File: config.mk
export PLATFORM = sky130hd
export DESIGN_NAME = seg_scan_ctrl_flat
export DESIGN_NICKNAME = d
export VERILOG_FILES = /design/src/rtl/seg_scan_pkg.sv /design/src/rtl/seg_scan_if.sv /design/src/rtl/seg_scan_prescaler.sv /design/src/rtl/seg_scan_ctrl.sv /design/src/flat_wrapper.sv
export SDC_FILE = /design/constraint.sdc
export NUM_CORES = 1
export LEC_CHECK = 0
export CAP_MARGIN = 20
export CORE_UTILIZATION = 40
export DETAILED_ROUTE_END_ITERATION = 8
export SETUP_SLACK_MARGIN = 0.15
export SYNTH_ARGS = -nofsm -noshare
export SYNTH_HDL_FRONTEND = slang
export SYNTH_SLANG_ARGS = --single-unit
File: constraint.sdc
create_clock -name clk -period 5.01 [get_ports clk]
set_input_delay 1.2525 -clock clk [delete_from_list [all_inputs] [get_ports clk]]
set_output_delay 1.2525 -clock clk [all_outputs]
set_load 0.02 [all_outputs]
File: src/rtl/seg_scan_pkg.sv
`default_nettype none
// +-----------------------------------------------------------------+
// | seg_scan_pkg : shared types and helpers for the digit scanner   |
// | Revision     : 1.0                                              |
// +-----------------------------------------------------------------+
package seg_scan_pkg;

  localparam int NUM_DIGITS = 8;

  typedef logic [3:0]                 digit_t;
  typedef logic [2:0]                 sel_t;
  typedef digit_t [NUM_DIGITS-1:0]    digit_buf_t;

  // Bit i set when digit i and every digit above it are zero; digit 0 is never flagged.
  function automatic logic [NUM_DIGITS-1:0] lz_mask(input digit_buf_t digits);
    logic [NUM_DIGITS-1:0] mask;
    logic                  zero_above;
    mask       = '0;
    zero_above = 1'b1;
    for (int i = NUM_DIGITS - 1; i >= 1; i--) begin
      zero_above = zero_above & (digits[i] == 4'h0);
      mask[i]    = zero_above;
    end
    return mask;
  endfunction

endpackage
`default_nettype wire

File: src/rtl/seg_scan_if.sv
`default_nettype none
// +-----------------------------------------------------------------+
// | seg_scan_if : write/commit/enable inputs and decoder outputs    |
// | Revision    : 1.0                                               |
// +-----------------------------------------------------------------+
interface seg_scan_if;
  import seg_scan_pkg::*;

  logic                  wr_en;
  sel_t                  wr_addr;
  digit_t                wr_data;
  logic                  commit;
  logic [NUM_DIGITS-1:0] digit_en;
  digit_t                num;
  sel_t                  sel;
  logic                  blank;
  logic                  pending;
  logic                  frame_tick;

  modport master (
    output wr_en, wr_addr, wr_data, commit, digit_en,
    input  num, sel, blank, pending, frame_tick
  );

  modport slave (
    input  wr_en, wr_addr, wr_data, commit, digit_en,
    output num, sel, blank, pending, frame_tick
  );

endinterface
`default_nettype wire

File: src/rtl/seg_scan_prescaler.sv
`default_nettype none
// +-----------------------------------------------------------------+
// | seg_scan_prescaler : 0..REFRESH_DIV-1 counter, step on last     |
// | Revision           : 1.0                                        |
// +-----------------------------------------------------------------+
module seg_scan_prescaler #(
  parameter int REFRESH_DIV = 100000
) (
  input  logic clk,
  input  logic rst,
  output logic step
);

  localparam int            CW   = (REFRESH_DIV > 2) ? $clog2(REFRESH_DIV) : 1;
  localparam logic [CW-1:0] LAST = CW'(REFRESH_DIV - 1);

  logic [CW-1:0] pcnt_q;
  logic [CW-1:0] pcnt_d;

  assign step   = (pcnt_q == LAST);
  assign pcnt_d = step ? '0 : pcnt_q + 1'b1;

  always_ff @(posedge clk or posedge rst) begin
    if (rst) begin
      pcnt_q <= '0;
    end else begin
      pcnt_q <= pcnt_d;
    end
  end

endmodule
`default_nettype wire

File: src/rtl/seg_scan_ctrl.sv
`default_nettype none
// +-----------------------------------------------------------------+
// | seg_scan_ctrl : double-buffered 8-digit refresh scanner         |
// | Option        : SEG_SCAN_LZB_EN enables leading-zero blanking   |
// | Revision      : 1.0                                             |
// +-----------------------------------------------------------------+
module seg_scan_ctrl
  import seg_scan_pkg::*;
#(
  parameter int REFRESH_DIV = 100000
) (
  input  logic       clk,
  input  logic       rst,
  seg_scan_if.slave  bus
);

  logic step;

  seg_scan_prescaler #(
    .REFRESH_DIV (REFRESH_DIV)
  ) u_prescaler (
    .clk  (clk),
    .rst  (rst),
    .step (step)
  );

  sel_t                  sel_q, sel_d;
  logic                  pending_q, pending_d;
  digit_buf_t            shadow_q, shadow_d;
  digit_buf_t            active_q, active_d;
  digit_t                num_q, num_d;
  logic                  blank_q, blank_d;
  logic                  frame_tick_q, frame_tick_d;
  logic                  wrap;
  logic                  apply;
  logic [NUM_DIGITS-1:0] lzb_mask;

`ifdef SEG_SCAN_LZB_EN
  assign lzb_mask = lz_mask(active_d);
`else
  assign lzb_mask = '0;
`endif

  // Outputs are built from the next-state buffer and index so num/sel/blank stay coherent.
  always_comb begin
    sel_d    = step ? sel_q + 3'd1 : sel_q;
    wrap     = step && (sel_q == 3'd7);

    shadow_d = shadow_q;
    if (bus.wr_en) begin
      shadow_d[bus.wr_addr] = bus.wr_data;
    end

    apply        = wrap && (pending_q || bus.commit);
    active_d     = apply ? shadow_d : active_q;
    pending_d    = !apply && (pending_q || bus.commit);

    num_d        = active_d[sel_d];
    blank_d      = !bus.digit_en[sel_d] || lzb_mask[sel_d];
    frame_tick_d = wrap;
  end

  always_ff @(posedge clk or posedge rst) begin
    if (rst) begin
      sel_q        <= '0;
      pending_q    <= 1'b0;
      shadow_q     <= '0;
      active_q     <= '0;
      num_q        <= '0;
      blank_q      <= 1'b1;
      frame_tick_q <= 1'b0;
    end else begin
      sel_q        <= sel_d;
      pending_q    <= pending_d;
      shadow_q     <= shadow_d;
      active_q     <= active_d;
      num_q        <= num_d;
      blank_q      <= blank_d;
      frame_tick_q <= frame_tick_d;
    end
  end

  assign bus.num        = num_q;
  assign bus.sel        = sel_q;
  assign bus.blank      = blank_q;
  assign bus.pending    = pending_q;
  assign bus.frame_tick = frame_tick_q;

endmodule
`default_nettype wire

File: src/flat_wrapper.sv
// flat-port wrapper written by rule: the top's interface ports become plain ports
module seg_scan_ctrl_flat import seg_scan_pkg::*;
#(
  parameter int REFRESH_DIV = 100000
)
  (clk, rst, bus_wr_en, bus_wr_addr, bus_wr_data, bus_commit, bus_digit_en, bus_num, bus_sel, bus_blank, bus_pending, bus_frame_tick);
  seg_scan_if bus_i ();
  input  logic clk;
  input  logic rst;
  input wire logic [$bits(bus_i.wr_en)-1:0] bus_wr_en;
  input wire logic [$bits(bus_i.wr_addr)-1:0] bus_wr_addr;
  input wire logic [$bits(bus_i.wr_data)-1:0] bus_wr_data;
  input wire logic [$bits(bus_i.commit)-1:0] bus_commit;
  input wire logic [$bits(bus_i.digit_en)-1:0] bus_digit_en;
  output wire logic [$bits(bus_i.num)-1:0] bus_num;
  output wire logic [$bits(bus_i.sel)-1:0] bus_sel;
  output wire logic [$bits(bus_i.blank)-1:0] bus_blank;
  output wire logic [$bits(bus_i.pending)-1:0] bus_pending;
  output wire logic [$bits(bus_i.frame_tick)-1:0] bus_frame_tick;
  assign bus_i.wr_en = bus_wr_en;
  assign bus_i.wr_addr = bus_wr_addr;
  assign bus_i.wr_data = bus_wr_data;
  assign bus_i.commit = bus_commit;
  assign bus_i.digit_en = bus_digit_en;
  assign bus_num = bus_i.num;
  assign bus_sel = bus_i.sel;
  assign bus_blank = bus_i.blank;
  assign bus_pending = bus_i.pending;
  assign bus_frame_tick = bus_i.frame_tick;
  seg_scan_ctrl #(.REFRESH_DIV(REFRESH_DIV)) u_core (.clk(clk), .rst(rst), .bus(bus_i));
endmodule
==> results of run 1 <==
[how the worst max path moves through the flow]
stage,startpoint,endpoint,slack [ps],cells after the start
detailed placement,bus_wr_addr[0],u_core.bus.num[1]$_DFF_PP0_,1440,7
global route,bus_wr_addr[2],u_core.bus.num[3]$_DFF_PP0_,1590,8
CTS,bus_wr_addr[0],u_core.bus.num[1]$_DFF_PP0_,1790,7
floorplan,rst,u_core.active_q[0]$_DFF_PP0_,1400,1
global placement,bus_wr_addr[0],u_core.bus.num[1]$_DFF_PP0_,1450,7
finish,bus_wr_addr[1],u_core.bus.num[2]$_DFF_PP0_,1780,7
[flip-flops by register name, summed over array words and instances, names as in the netlist]
name and flops:
u_core.active_q 32, u_core.bus.blank 1, u_core.bus.frame_tick 1, u_core.bus.num 4, u_core.bus.pending 1, u_core.bus.sel 3, u_core.shadow_q 32, u_core.u_prescaler.pcnt_q 17
[power breakdown]
group | switching [mW] | internal (mW) | total [mW] | leakage, nW
clock network | 0.280 | 0.426 | 0.706 | 0.155
registers | 0.0168 | 0.792 | 0.808 | 1.19
logic | 0.0919 | 0.0558 | 0.148 | 1.09
[critical path, cell delays in order]
cell and delay (ps):
clkdlybuf4s50_1 650, nand4b_1 350, mux2i_1 490, a211o_1 200, a32oi_1 50, o22ai_1 230, and4b_1 230
[stage by stage]
| step | instance area, sq um | instances | utilization, % | worst slack [ps] | power (mW) |
|---|---|---|---|---|---|
| 6_report | 5390 | 641 | 47.2 | 1780 | 1.66 |
| 5_1_grt | 5390 | 641 | 47.2 | 1590 | 1.73 |
| 4_1_cts | 5370 | 640 | 47.0 | 1790 | 1.68 |
| 3_5_place_dp | 5050 | 624 | 44.2 | 1440 | 0.967 |
| 3_3_place_gp | 5050 | 624 | 44.2 | 1450 | 0.962 |
| 2_1_floorplan | 4680 | 478 | - | 1400 | 0.912 |
[Yosys cell counts, types with 2 or more instances]
cell type	number
buf_2	11
inv_1	30
buf_1	3
o22ai_1	3
nor2_1	40
and2_1	2
nand4_1	4
a211oi_1	22
nand4b_1	3
o211ai_1	5
o311a_1	3
nor4bb_1	2
a21oi_1	6
o21ai_0	48
and3_1	6
a31oi_1	3
nand2_1	61
xnor2_1	6
nor4b_4	2
xor2_1	8
and4bb_2	2
and4_1	5
nor3_1	2
clkbuf_1	17
a32oi_1	2
ha_1	3
dfrtp_1	90
nand3_1	12
mux2_2	12
a22oi_1	2
nand2b_1	2
a211o_1	2
mux2i_1	33
a21o_1	4
nor4_1	2
[metal layers]
layer / share of wire [%] / routed length (um)
met3: 3.8 / 412
met1: 49 / 5330
met2: 46 / 4990
met4: 2.0 / 218
met5: 0 / 0
[cell type report]
cell class | instances | area (sq um) | area share (%)
clock inverter | 4 | 47.5 | 0.881
sequential | 91 | 2280 | 42.2
tap | 143 | 179 | 3.32
multi-input combinational | 323 | 2130 | 39.6
inverter | 30 | 114 | 2.11
timing repair buffer | 38 | 375 | 6.96
clock buffer | 12 | 267 | 4.94
[logic make-up (layout without fill, tap and decap cells)]
| kind of cell | after synthesis | in the layout |
|---|---|---|
| AOI/OAI and AO/OA | 107 | 107 |
| xor gates and xnor gates | 14 | 14 |
| adders and majority gates | 3 | 3 |
| buffers and inverters | 64 | 84 |
| DFF | 91 | 91 |
| muxes | 47 | 47 |
| and+or+nand+nor | 152 | 152 |
==> impl_metrics.env, run 1 <==
export IMPL_clk_path_buf_depth=2
export IMPL_seq_area_frac_synth_pct=48.7
export IMPL_grt_pass1_vias=3301
export IMPL_synth_seq_cells=91
export IMPL_drt_vias_per_instance=5.53
export IMPL_synth_edf_count=0
export IMPL_gr_usage_met3_pct=2.88
export IMPL_track_usage_pct=19.5
export IMPL_synth_area_leader_cell="dfrtp_1"
export IMPL_synthXorXnorAreaFrac_pct=2.62
export IMPL_drc=0
export IMPL_ant_nets=0
export IMPL_ios=29
export IMPL_synth_fp_nets=500
export IMPL_post_cts_resize_count=0
export IMPL_clkSinkCount=91
export IMPL_drv_slew=0
export IMPL_routedWlPerCell_um=17.1
export IMPL_routed_wl_um=11000
export IMPL_cp_required_ps=5240
export IMPL_die_h_um=110
export IMPL_antenna_found_initial=0
export IMPL_fp_coreArea_sq_um=11400
export IMPL_drive_gt1_share_pct=10.0
export IMPL_synthMuxAreaShare_pct=10.8
export IMPL_fill_cells=1101
export IMPL_yosysWarnings=0
export IMPL_whs_endpoint="u_core.u_prescaler.pcnt_q[0]$_DFF_PP0_"
export IMPL_htree_levels=3
export IMPL_min_period_over_period_pct=64.5
export IMPL_synthSimpleGateAreaFrac_pct=16.7
export IMPL_area_growth_pct=15.3
export IMPL_rsz0062_at_grt="false"
export IMPL_slew_headroom_pct=40.1
export IMPL_netlist_area_sq_um=4680
export IMPL_avgSynthCellArea_sq_um=9.79
export IMPL_synth_compound_area_share_pct=14.7
export IMPL_leakagePower_nw=2.43
export IMPL_hp_start="u_core.u_prescaler.pcnt_q[0]$_DFF_PP0_"
export IMPL_startpoint_type="input port"
export IMPL_io_buffers=28
export IMPL_fin_crit_ps=3230
export IMPL_synth_flop_cell="dfrtp_1"
export IMPL_synthCells=478
export IMPL_max_vdd_ir_drop_uv=144
export IMPL_drtPass1Iterations=4
export IMPL_clock_skew_ps=7.31
export IMPL_final_common_cell="dfrtp_1"
export IMPL_grt_max_degree=64
export IMPL_crit_path_end_kind="flop"
export IMPL_die_area_sq_um=12100
export IMPL_cts_hold_buf=0
export IMPL_r2r_end="u_core.bus.num[1]$_DFF_PP0_"
export IMPL_clk_pin_slew_ps=60
export IMPL_place_hpwl_um=7230
export IMPL_num_rows=39
export IMPL_cap_viol_max_count=0
export IMPL_drt_iter0_drc=187
export IMPL_tns_ps=0
export IMPL_power_density_nw_per_um2=308
export IMPL_hp_class="reg -> reg"
export IMPL_timing_hold_ws_ps=482
export IMPL_critPathArrivalTime_ps=3460
export IMPL_cts_root_buf="clkbuf_16"
export IMPL_cts_buffers=9
export IMPL_holdPathStages=1
export IMPL_synth_top_area_share_pct=48.1
export IMPL_mostFrequentLayoutCells="90 x dfrtp_1, 61 x nand2_1, 48 x o21ai_0"
export IMPL_setup_viol=0
export IMPL_worstMarginPinSlew_ps=897
export IMPL_timing_rr_start="u_core.u_prescaler.pcnt_q[0]$_DFF_PP0_"
export IMPL_grtUsageMet1_pct=27.3
export IMPL_gp_congestion=0.779
export IMPL_outcome="complete, no violations"
export IMPL_fmax_mhz=309
export IMPL_grt_overflow=0
export IMPL_num_antenna_cells=0
export IMPL_ys_types=55
export IMPL_worst_setup_path_type="in -> reg"
export IMPL_synthAdderAreaFrac_pct=0.802
export IMPL_busiest_layer="met2"
export IMPL_die_width_um=110
export IMPL_synth_top_family_by_area="simple AND/OR/NAND/NOR gates"
export IMPL_hold_violations=0
export IMPL_cts_tree="yes"
export IMPL_grt_pass1_wl_um=17500
export IMPL_synth_async_reset_ratio_pct=100
export IMPL_postCtsSetupRepairBufs=0
export IMPL_reg2reg_slack_ps=1960
export IMPL_initial_core_util_pct=41.0
export IMPL_synthTopCellsByArea="dfrtp_1 48%, mux2i_1 7.1%, o21ai_0 5.1%"
export IMPL_clk_latency_ps=340
export IMPL_use_met2_pct=29.8
export IMPL_num_vias=3545
export IMPL_nets=515
export IMPL_crit_path_max_fanout=8
export IMPL_r2r_cells=7
Power figures use the tool's default switching activity.
==> run 2: changes to the inputs <==
Clock period 5.01 ns to 3.1 ns, I/O delays scaled along.
==> run 2 against run 1 <==
Design area increased by 2.0%. Clock power grew 49%. Power grew 58%. Die area is the same. First-iteration DRC count shrank 9.1%. Sequential power rose by 62%. Via count up 0.62%. Combinational power grew 85%. Cell count rose by 2.5%. Non-clock buffer count increased by 17. Largest cell class unchanged.
==> impl_metrics.env, run 2 (same netlist as run 1, synthesis figures left out) <==
export IMPL_outcome="complete, no violations"
export IMPL_clk_path_buf_depth=2
export IMPL_fmax_mhz=368
export IMPL_drive_gt1_share_pct=12.3
export IMPL_mostFrequentLayoutCells="90 x dfrtp_1, 61 x nand2_1, 48 x o21ai_0"
export IMPL_min_period_over_period_pct=87.7
export IMPL_io_buffers=28
export IMPL_fin_ws_ps=381
export IMPL_cts_hold_buf=0
export IMPL_ios=29
export IMPL_nets=532
export IMPL_hp_start="u_core.active_q[18]$_DFF_PP0_"
export IMPL_startpoint_type="input port"
export IMPL_drtPass1Iterations=4
export IMPL_drc=0
export IMPL_area_growth_pct=17.7
export IMPL_post_cts_resize_count=0
export IMPL_hold_violations=0
export IMPL_num_vias=3567
export IMPL_slew_headroom_pct=65.5
export IMPL_fin_crit_ps=2720
export IMPL_htree_levels=3
export IMPL_fp_coreArea_sq_um=11400
export IMPL_dp_cells=642
export IMPL_p_sw_uw=610
export IMPL_num_rows=39
export IMPL_timing_rr_start="u_core.u_prescaler.pcnt_q[0]$_DFF_PP0_"
export IMPL_initial_core_util_pct=41.0
export IMPL_top_regs="u_core.active_q: 32 flops, u_core.shadow_q: 32 flops, u_core.u_prescaler.pcnt_q: 17 flops"
export IMPL_track_usage_pct=20.0
export IMPL_tns_ps=0
export IMPL_p_total_mw=2.63
export IMPL_rsz0062_at_grt="false"
export IMPL_clk_latency_ps=340
export IMPL_crit_path_end_kind="flop"
export IMPL_max_vdd_ir_drop_uv=307
export IMPL_postPlaceCellArea_sq_um=5230
export IMPL_cts_tree="yes"
export IMPL_cts_root_buf="clkbuf_16"
export IMPL_worst_setup_path_type="in -> reg"
export IMPL_p_clk_share_pct=39.9
export IMPL_use_met2_pct=31.1
export IMPL_cts_buffers=9
export IMPL_cap_viol_max_count=0
export IMPL_postCtsSetupRepairBufs=0
export IMPL_clk_pin_slew_ps=60
export IMPL_p_int_mw=2.02
export IMPL_die_h_um=110
export IMPL_power_frac_comb_pct=10.4
export IMPL_setup_viol=0
export IMPL_antenna_found_initial=0
export IMPL_gr_usage_met3_pct=3.94
export IMPL_pwr_share_seq_pct=49.7
export IMPL_crit_path_max_fanout=8
export IMPL_critPathArrivalTime_ps=2940
export IMPL_grt_pass1_vias=3534
export IMPL_drt_vias_per_instance=5.43
export IMPL_routedWlPerCell_um=16.7
export IMPL_drv_slew=0
export IMPL_drt_iter0_drc=170
export IMPL_grtUsageMet1_pct=28.0
export IMPL_grt_max_degree=92
export IMPL_num_antenna_cells=0
export IMPL_die_width_um=110
export IMPL_clkSinkCount=91
export IMPL_place_hpwl_um=7330
export IMPL_hp_class="reg -> reg"
export IMPL_cp_required_ps=3320
export IMPL_ant_nets=0
export IMPL_die_area_sq_um=12100
export IMPL_critPathLaunch="bus_wr_en"
export IMPL_grt_pass1_wl_um=18000
export IMPL_leakagePower_nw=2.49
export IMPL_layout_cells_non_filler=657
export IMPL_grt_overflow=0
export IMPL_routed_wl_um=11000
export IMPL_busiest_layer="met2"
export IMPL_gp_congestion=0.786
export IMPL_power_density_nw_per_um2=477
export IMPL_worstMarginPinSlew_ps=517
export IMPL_clock_skew_ps=7.85
export IMPL_swShare_pct=23.2
export IMPL_final_common_cell="dfrtp_1"
export IMPL_design_area_sq_um=5500
export IMPL_dp_slack_ps=3.75
[run 2: worst paths after layout]
path                                                   end  slack, ps  cells after the start
hold reg to reg              u_core.active_q[18]$_DFF_PP0_        480                      2
setup / recovery               u_core.bus.num[2]$_DFF_PP0_        380                      8
setup reg to reg               u_core.bus.num[0]$_DFF_PP0_        420                      8
min in group asynchronous  u_core.bus.frame_tick$_DFF_PP0_        940                      3
hold / removal               u_core.active_q[18]$_DFF_PP0_        480                      2
max in group asynchronous       u_core.bus.blank$_DFF_PP1_       1760                      3
[run 2: power groups by stage]
stage                     Combinational [mW]  Clock [mW]  Sequential (mW)
final                                  0.274        1.05             1.31
after global routing                   0.306        1.13             1.31
after CTS                              0.277        1.08             1.31
after detailed placement               0.275           0             1.33
after global placement                 0.270           0             1.33
after floorplan                        0.156           0             1.32
[run 2: layer usage]
metal / vias to the layer above / wire length (um)
met5: - / 0
li1: 1738 / -
met1: 1729 / 5230
met2: 83 / 4890
met4: 0 / 248
met3: 17 / 600
[run 2: area by class of cell]
class	instances	area, sq um
Inverter	30	116
Fill cell	1097	5910
Multi-Input combinational cell	323	2130
Clock buffer	12	236
Timing Repair Buffer	55	520
Sequential cell	91	2280
Tap cell	143	179
Clock inverter	3	40.0
[run 2: worst max-delay path: stages]
cell and delay [ps]:
clkdlybuf4s50_1 600, nor4bb_1 310, buf_4 200, mux2i_1 360
a211o_1 190, a32oi_1 50, o22ai_1 230, and4b_1 230
[run 2: metrics by stage]
step	utilization (%)	hold WS, ps
after floorplan	-	444
after global placement	45.8	460
after detailed placement	45.8	466
after CTS	48.2	480
after global routing	48.2	497
final	48.2	475
